$ cat src/rtl/scale_selector.sv
// Debounced up/down buttons step a saturating divide-scale; each change holds the divider in reload.
// Latency: held button -> scale update at DEBOUNCE+2 edges; no backpressure (events during reload are dropped).
module scale_selector #(
    parameter int WIDTH      = 8,
    parameter int DEBOUNCE   = 16,
    parameter int RELOAD_LEN = 2,
    parameter int INIT_SCALE = 1
) (
    input  logic             clk_in,
    input  logic             nrst,
    input  logic             btn_up,
    input  logic             btn_down,
    output logic [WIDTH-1:0] scale,
    output logic             div_nrst,
    output logic             changed,
    output logic             busy
);
    localparam int CW = $clog2(DEBOUNCE) + 1;
    localparam int RW = $clog2(RELOAD_LEN) + 1;

    typedef enum logic {IDLE, RELOAD} state_t;

    // bit 0 = up, bit 1 = down
    logic [1:0]         btn_raw;
    logic [1:0]         sync1, sync2, deb, evt;
    logic [1:0][CW-1:0] cnt;

    state_t             state, state_nxt;
    logic [WIDTH-1:0]   scale_nxt;
    logic               div_nrst_nxt, changed_nxt;
    logic [RW-1:0]      rcnt, rcnt_nxt;

    assign btn_raw = {btn_down, btn_up};

    always_ff @(posedge clk_in) begin
        if (!nrst) begin
            sync1 <= '0;
            sync2 <= '0;
            deb   <= '0;
            evt   <= '0;
            cnt   <= '0;
        end else begin
            sync1 <= btn_raw;
            sync2 <= sync1;
            for (int i = 0; i < 2; i++) begin
                evt[i] <= 1'b0;
                if (sync2[i] == deb[i]) begin
                    cnt[i] <= '0;
                end else if (cnt[i] == CW'(DEBOUNCE - 1)) begin
                    // Accept the new level; only a rising level is a press
                    deb[i] <= ~deb[i];
                    cnt[i] <= '0;
                    evt[i] <= ~deb[i];
                end else begin
                    cnt[i] <= cnt[i] + 1'b1;
                end
            end
        end
    end

    always_comb begin
        state_nxt    = state;
        scale_nxt    = scale;
        div_nrst_nxt = 1'b1;
        changed_nxt  = 1'b0;
        rcnt_nxt     = rcnt;
        case (state)
            IDLE: begin
                rcnt_nxt = '0;
                if (evt[0] && !evt[1] && scale != '1) begin
                    scale_nxt    = scale + 1'b1;
                    changed_nxt  = 1'b1;
                    div_nrst_nxt = 1'b0;
                    state_nxt    = RELOAD;
                end else if (evt[1] && !evt[0] && scale != '0) begin
                    scale_nxt    = scale - 1'b1;
                    changed_nxt  = 1'b1;
                    div_nrst_nxt = 1'b0;
                    state_nxt    = RELOAD;
                end
            end
            RELOAD: begin
                div_nrst_nxt = 1'b0;
                if (rcnt == RW'(RELOAD_LEN - 1)) begin
                    div_nrst_nxt = 1'b1;
                    state_nxt    = IDLE;
                    rcnt_nxt     = '0;
                end else begin
                    rcnt_nxt = rcnt + 1'b1;
                end
            end
            default: state_nxt = IDLE;
        endcase
    end

    always_ff @(posedge clk_in) begin
        if (!nrst) begin
            state    <= IDLE;
            scale    <= WIDTH'(INIT_SCALE);
            div_nrst <= 1'b0;
            changed  <= 1'b0;
            rcnt     <= '0;
        end else begin
            state    <= state_nxt;
            scale    <= scale_nxt;
            div_nrst <= div_nrst_nxt;
            changed  <= changed_nxt;
            rcnt     <= rcnt_nxt;
        end
    end

    assign busy = (state == RELOAD);

endmodule

$ cat config.mk
export PLATFORM = sky130hd
export DESIGN_NAME = scale_selector
export DESIGN_NICKNAME = d
export VERILOG_FILES = /design/src/rtl/scale_selector.sv
export SDC_FILE = /design/constraint.sdc
export NUM_CORES = 1
export LEC_CHECK = 0
export BUFFER_PORTS_ARGS = -buffer_cell sky130_fd_sc_hd__buf_4
export CORE_UTILIZATION = 49
export DETAILED_ROUTE_END_ITERATION = 12
export GPL_ROUTABILITY_DRIVEN = 0
export PLACE_DENSITY = 0.66
export REMOVE_ABC_BUFFERS = 1
export SLEW_MARGIN = 20
export SYNTH_ARGS = -nofsm -noshare
export SYNTH_HDL_FRONTEND = slang
export SYNTH_SLANG_ARGS = --single-unit
$ cat constraint.sdc
create_clock -name clk_in -period 4.05 [get_ports clk_in]
set_clock_uncertainty 0.05 [all_clocks]
set_input_delay 0.405 -clock clk_in [delete_from_list [all_inputs] [get_ports clk_in]]
set_output_delay 0.405 -clock clk_in [all_outputs]
set_load 0.05 [all_outputs]
Yosys cells after proc, flatten, opt, wreduce, memory -nomap -nowiden:

Index checks and enable logic that the tools add are counted.

* memories: 0
* bits in registers: 31
* input bits: 4
* memory bits (read-only): 0
* latch bits: 0
* RAM bits: 0

* add/sub/neg operators: 5
* magnitude comparators: 0
* divide/modulo/power cells: 0
* $mul: 0
* bitwise gates (word level): 8
* reductions and logical operators: 16
* eq/ne operators: 6
* shifts and indexed selects: 0
* mux-type cells: 12

Operators with widths (number)
* 2-to-1 mux 8 bit: 2
* OR reduction 3 bit: 4
* adder 5 x 1 -> 5 bit (second input constant): 2
* equality test 5 x 4 -> 1 bit (second input constant): 2
* adder 8 x 1 -> 8 bit (second input constant): 1
* inequality test 8 bit (second input constant): 1
* NOT 1 bit: 8
* nonzero test 8 bit: 1
* subtractor 8 x 1 -> 8 bit (second input constant): 1
* 2-to-1 mux 1 bit: 6
* AND reduction 2 bit: 3
* logical AND 1 bit: 4
* case mux 1 bit (2 select lines): 2
* case mux 2 bit (2 select lines): 1
* adder 2 x 1 -> 2 bit (second input constant): 1
* equality test 1 bit: 2
* equality test 2 x 1 -> 1 bit (second input constant): 1
* zero test 1 bit: 2
* 2-to-1 mux 2 bit: 1
* nonzero test 2 bit: 1
* OR reduction 2 bit: 1

Longest topological paths before layout:

Gate-level depths: netlist of the first run.

* depth after elaboration: 6
* gate-level depth with buffers: 8
* gate-level depth less buffers: 8

Least setup slack after synthesis of the first run:

OpenSTA, ideal clock, no wires.

* path type: reg-to-reg
* from: register scale[0]
* to: register scale[6]
* data required time: 3.929 ns
* slack: 1.455 ns
* stages on the path, launching flop included: 9
* data arrival time: 2.474 ns
* path buffers: 0
* period minus slack after synthesis: 2.595 ns
* library setup time: 0.071 ns
* cells stage by stage: dfxtp_1 > nand4_1 > o21ai_2 > fa_1 > a211oi_1 > or4b_1 > o21ai_0 > o21ai_0 > a21oi_1

* longest elaborated chain between the ends: 4
* elaborated cells between the ends (all ways): 10
* classes of those cells: add/sub (2); eq/ne (1); mux (2); reduce/logical (5)

RTL lines
* start: declaration: line 13 `output logic [WIDTH-1:0] scale,`
* start signal: assignment: line 99 `scale <= WIDTH'(INIT_SCALE);`
* start signal: assignment: line 105 `scale <= scale_nxt;`
* branches (longest 4 deep; another with subtractor 8 x 1 -> 8 bit)

Parallel ways; which one is timed is not known. The select of a mux whose other input is x is not followed.
A chain may end at the register's enable or synchronous reset.

Worst setup path after layout of the first run:

Same ends and word-level chain as after synthesis.

==> impl_metrics.toml, run 1 <==
[critical_path]
arrival_ns = 2.75
timing.critical_path.from = "scale[0]$_SDFFE_PN1P_"
critPathKind = "register to register"
regToRegStartpoint = "scale[0]$_SDFFE_PN1P_"
cp-end-kind = "register"
worst-path-max-fanout = 11
crit_required_ns = 4.26
cp-start-kind = "register"

[floorplanning]
die_h_um = 56.3
core-area_sq_um = 2780
initial_core_util_pct = 51.9
rows = 19
ios = 15
die_area_sq_um = 3170
fp.dieW_um = 56.3

[hold_path]
holdCritPathClass = "input pin to register"
worstHoldStart = "btn_down"

[cells_and_area]
final_common_cell = "dfxtp_1"
n_fill_cell = 250
multiInputGateArea_sq_um = 778
n_antenna_cell = 0
finish.net_count = 189
drive_gt1_share_pct = 13.9
area_growth_syn_to_layout_pct = 13.4
fin_util_pct = 58.9
seq_area_sq_um = 621
final_cell_mix = "31 x dfxtp_1, 24 x nor2_1, 14 x buf_4"

[sta]
worst_pin_slew_ns = 0.587
fmax_ghz = 0.394
worst_slack_ns = 1.51
report.final.slew_viol_count = 0
finalHoldViolCount = 0
relSlewSlack_pct = 60.8
rsz0062_at_grt = "no"
finalSetupViolCount = 0
setup_tns_ns = 0
period_share_pct = 62.7
fin_crit_ns = 2.54

[clock_tree]
numCtsBuffers = 5
path_clk_slew_ns = 0.09
cts_tree = "yes"
clock_path_buffers = 2
clk-insertion-delay-late_ns = 0.33
root_buffer = "clkbuf_4"
cts_sinks = 31
htree_levels = 2
cts_resized = 0
hold_buffers = 0
postCtsSetupBuffers = 0

[routing]
via_count = 1093
final_antenna_net_count = 0
post_drt_wl_per_cell_um = 12.4
routed_wl_um = 2540
initialDrtViolationCount = 46
via_per_inst = 5.36
drc = 0
first_pass_iters = 4

[synthesis]
syn_area_per_cell_sq_um = 9.38
syn_area_sq_um = 1440
synth_seq_cells = 31
synthCells = 154
ys_seq_area_share_pct = 43.0
synth.distinct_cells = 33
ys_warn_count = 0

[run_status]
outcome = "finished, final reports clean"

[global_route]
grt_antenna_before_repair = 0
gr-usage-all-layers_pct = 18.8
grt_pass1_wl_um = 4440
grt_pass1_vias = 1024
grt_max_degree = 14
grt.overflow.total = 0

[placed_design]
dp_hpwl_um = 1820
io_buffers = 14
pre_cts_slack_ns = 1.54

[power_and_ir_drop]
max-vdd-ir-drop_uv = 238
powerDensity_nw_per_um2 = 320
leakage_uw = 0.000667

[flow_run]
maxCapViolCount = 0
==> sequential cells by signal (all words and copies together) (netlist names) <==
register	count
sync1	2
div_nrst	1
busy	1
scale	8
rcnt	2
changed	1
deb	2
sync2	2
evt	2
cnt	10
==> cells by family after synthesis <==
logic type,Yosys count,share of synthesized area (%)
flip-flops,31,43.0
buffers and inverters,10,3.12
AND/OR/NAND/NOR,60,20.9
adder cells (fa/ha/maj),13,11.8
multiplexers,6,4.16
AO/OA/AOI/OAI,24,11.0
XOR/XNOR,10,6.07
==> worst max-delay path, cell delays in order (launching register included) <==
cell and delay (ns):
dfxtp_1 0.47, nand4_1 0.15, o21ai_2 0.49, ha_1 0.35, o21ai_0 0.14, or4b_1 0.46, o21ai_0 0.09, o21ai_0 0.11
a21oi_1 0.16
==> layout make-up <==
type | instances | share of cell area, %
sequential | 31 | 37.9
tap | 31 | 2.37
timing repair buffer | 14 | 6.42
inverter | 7 | 1.60
clock buffer | 8 | 4.20
multi-input combinational | 113 | 47.5
==> stage by stage <==
step,cells,instance area [sq um],hold slack (ns),power [uW]
floorplan,151,1430,0.348,322
global placement,196,1570,0.356,328
detailed placement,196,1570,0.370,329
CTS,204,1640,0.219,531
global route,204,1640,0.206,546
finish,204,1640,0.228,524
==> per-layer routing <==
metal / vias to the layer above / track usage (%) / wire length, um
li1: 566 / - / -
met2: 17 / 31.8 / 1270
met5: - / 0 / 0
met1: 503 / 20.9 / 1120
met3: 7 / 4.15 / 78
met4: 0 / 12.5 / 64
==> power by group <==
part	leakage (uW)	internal, uW	switching, uW	total [uW]
registers	0.000251	308	1.44	309
logic	0.000377	4.76	7.52	12.3
clock network	0.0000386	102	101	203
==> synth_stat cells, drive strengths merged <==
library cell  instances  area [sq um]
a211oi                3          27.5
nor2                 24          90.1
or3                   2          12.5
xnor2                 6          52.6
mux2i                 6          60.1
o211ai                1          7.51
o21ai                 8          43.8
nand4b                1          8.76
a21o                  2          15.0
fa                    1          20.0
and2                  5          31.3
a21oi                 9          56.3
nand3b                2          15.0
nand2                10          37.5
ha                   12           150
nor3                  1          5.00
xor2                  4          35.0
a211o                 1          8.76
and4b                 2          20.0
or4b                  1          10.0
nand4                 2          12.5
nand3                 3          15.0
nor4                  2          12.5
inv                   7          26.3
buf                   1          11.3
clkbuf                2          7.51
dfxtp                31           621
and3                  2          12.5
nor2b                 1          6.26
nand2b                2          12.5
==> final timing paths <==
kind	to	slack [ns]	cells past startpoint
setup / recovery	scale[6]$_SDFFE_PN0P_	1.51	8
hold / removal	sync1[1]$_SDFF_PN0_	0.23	2
setup reg to reg	scale[6]$_SDFFE_PN0P_	1.51	8
hold reg to reg	rcnt[0]$_SDFF_PP0_	0.38	1
No activity file was read; power rests on OpenSTA's default activity.
==> run 2, diff against run 1 <==
==> constraint.sdc (replaced) <==
create_clock -name clk_in -period 2.6 [get_ports clk_in]
set_clock_uncertainty 0.05 [all_clocks]
set_input_delay 0.26 -clock clk_in [delete_from_list [all_inputs] [get_ports clk_in]]
set_output_delay 0.26 -clock clk_in [all_outputs]
set_load 0.05 [all_outputs]
==> run 2 against run 1 <==
  * Non-clock buffer count increased by 2
  * Clock-buffer cell count unchanged
  * Cell count up 0.98%
  * Via count grew 1.6%
  * Cell area grew 1.4%
  * Critical path type unchanged
  * Highest routed layer unchanged
==> impl_metrics.toml, run 2 (synthesis results as in run 1) <==
[run_status]
outcome = "finished, final reports clean"

[hold_path]
holdCritPathClass = "input pin to register"

[clock_tree]
postCtsSetupBuffers = 0
hold_buffers = 0
numCtsBuffers = 5
clock_path_buffers = 2
cts_sinks = 31
cts_tree = "yes"
path_clk_slew_ns = 0.09
clk-insertion-delay-late_ns = 0.32
htree_levels = 2
root_buffer = "clkbuf_4"

[sta]
period_share_pct = 91.4
worst_pin_slew_ns = 0.428
fmax_ghz = 0.421
fin_crit_ns = 2.38
finalHoldViolCount = 0
rsz0062_at_grt = "no"
finalSetupViolCount = 0
report.final.slew_viol_count = 0
holdWs_ns = 0.0942
relSlewSlack_pct = 71.4

[placed_design]
dpl_cell_area_sq_um = 1580
io_buffers = 14
dp_hpwl_um = 1950

[routing]
wl_met2_um = 1320
final_antenna_net_count = 0
via_count = 1110
drc = 0
routed-wl-met3_um = 107
first_pass_iters = 4
initialDrtViolationCount = 23
top_layer_used = "met4"
routed_wl_um = 2690
wl_met1_um = 1200
via_per_inst = 5.39
post_drt_wl_per_cell_um = 13.0

[floorplanning]
core-area_sq_um = 2780
rows = 19
die_area_sq_um = 3170
die_h_um = 56.3
fp.dieW_um = 56.3
initial_core_util_pct = 51.9
ios = 15

[cells_and_area]
area_growth_syn_to_layout_pct = 15.0
drive_gt1_share_pct = 14.9
largest_reg_flops = 10
reg_top3 = "cnt: 10 flops, scale: 8 flops"
regMostFlops = "cnt"
n_antenna_cell = 0
finish.net_count = 191
fin_area_sq_um = 1660
final_cell_mix = "31 x dfxtp_1, 24 x nor2_1, 16 x buf_4"
final_common_cell = "dfxtp_1"

[global_route]
grt.overflow.total = 0
grt_max_degree = 14
grt_antenna_before_repair = 0
gr-usage-all-layers_pct = 19.2
grt_pass1_wl_um = 4530
grt_pass1_vias = 1025

[critical_path]
crit_required_ns = 2.81
cp-start-kind = "register"
worst-path-max-fanout = 9
cp-end-kind = "register"
arrival_ns = 2.59
critPathKind = "register to register"

[power_and_ir_drop]
max-vdd-ir-drop_uv = 427
leakage_uw = 0.000678
powerDensity_nw_per_um2 = 491
fin_total_pwr_uw = 816

[flow_run]
maxCapViolCount = 0
==> run 2: cell types whose count changed in the layout (fill, tap and decap cells not counted), sizes merged <==
cell	previous run	this run
buf	14	16
==> run 2: cell type report <==
class | instances | area, sq um
clock buffers | 8 | 68.8
flip-flops and latches | 31 | 621
well taps | 31 | 38.8
repair buffers | 16 | 120
fillers | 259 | 1120
inverters | 7 | 26.3
multi-input cells | 113 | 786
==> run 2: worst paths after layout <==
path                                            start                    end  slack, ns  cells past startpoint
worst min-delay path                         btn_down    sync1[1]$_SDFF_PN0_       0.09                      2
worst max register to register  scale[5]$_SDFFE_PN0P_  scale[6]$_SDFFE_PN0P_       0.22                      8
worst max-delay path            scale[5]$_SDFFE_PN0P_  scale[6]$_SDFFE_PN0P_       0.22                      8
worst min register to register     rcnt[0]$_SDFF_PP0_     rcnt[0]$_SDFF_PP0_       0.37                      1
==> run 2: metal layers <==
layer,vias to the layer above,global-route usage [%]
li1,572,-
met1,512,21.8
met2,18,31.8
met3,8,6.68
met4,0,10.1
met5,-,0
==> run 2: through the flow <==
step	instances	worst slack (ns)	util, %	setup TNS (ns)
2_1_floorplan	151	-0.0103	-	-0.0103
3_3_place_gp	198	0.333	57.0	0
3_5_place_dp	198	0.245	57.0	0
4_1_cts	206	0.220	59.4	0
5_1_grt	206	0.0165	59.7	0
6_report	206	0.224	59.7	0
==> run 2: worst max-delay path, cell delays in order (launching register included) <==
cell	delay, ns
dfxtp_1	0.44
nand4_1	0.21
o21ai_4	0.35
ha_1	0.31
o21ai_0	0.13
or4b_1	0.46
o21ai_0	0.07
o21ai_0	0.11
a21oi_1	0.16
==> run 2: what timing repair did <==
| action | 4_1_cts | 5_1_grt |
|---|---|---|
| gates resized for setup | 0 | 1 |
| endpoints found under the hold margin | 0 | 0 |
| endpoints found under the setup margin | 0 | 1 |
==> run 2: power by group <==
group	leakage [uW]	switching [uW]	internal (uW)	total, uW
Sequential	0.000251	2.19	479	481
Clock	0.0000386	156	159	315
Combinational	0.000388	11.9	7.36	19.3
Total	0.000678	170	645	816
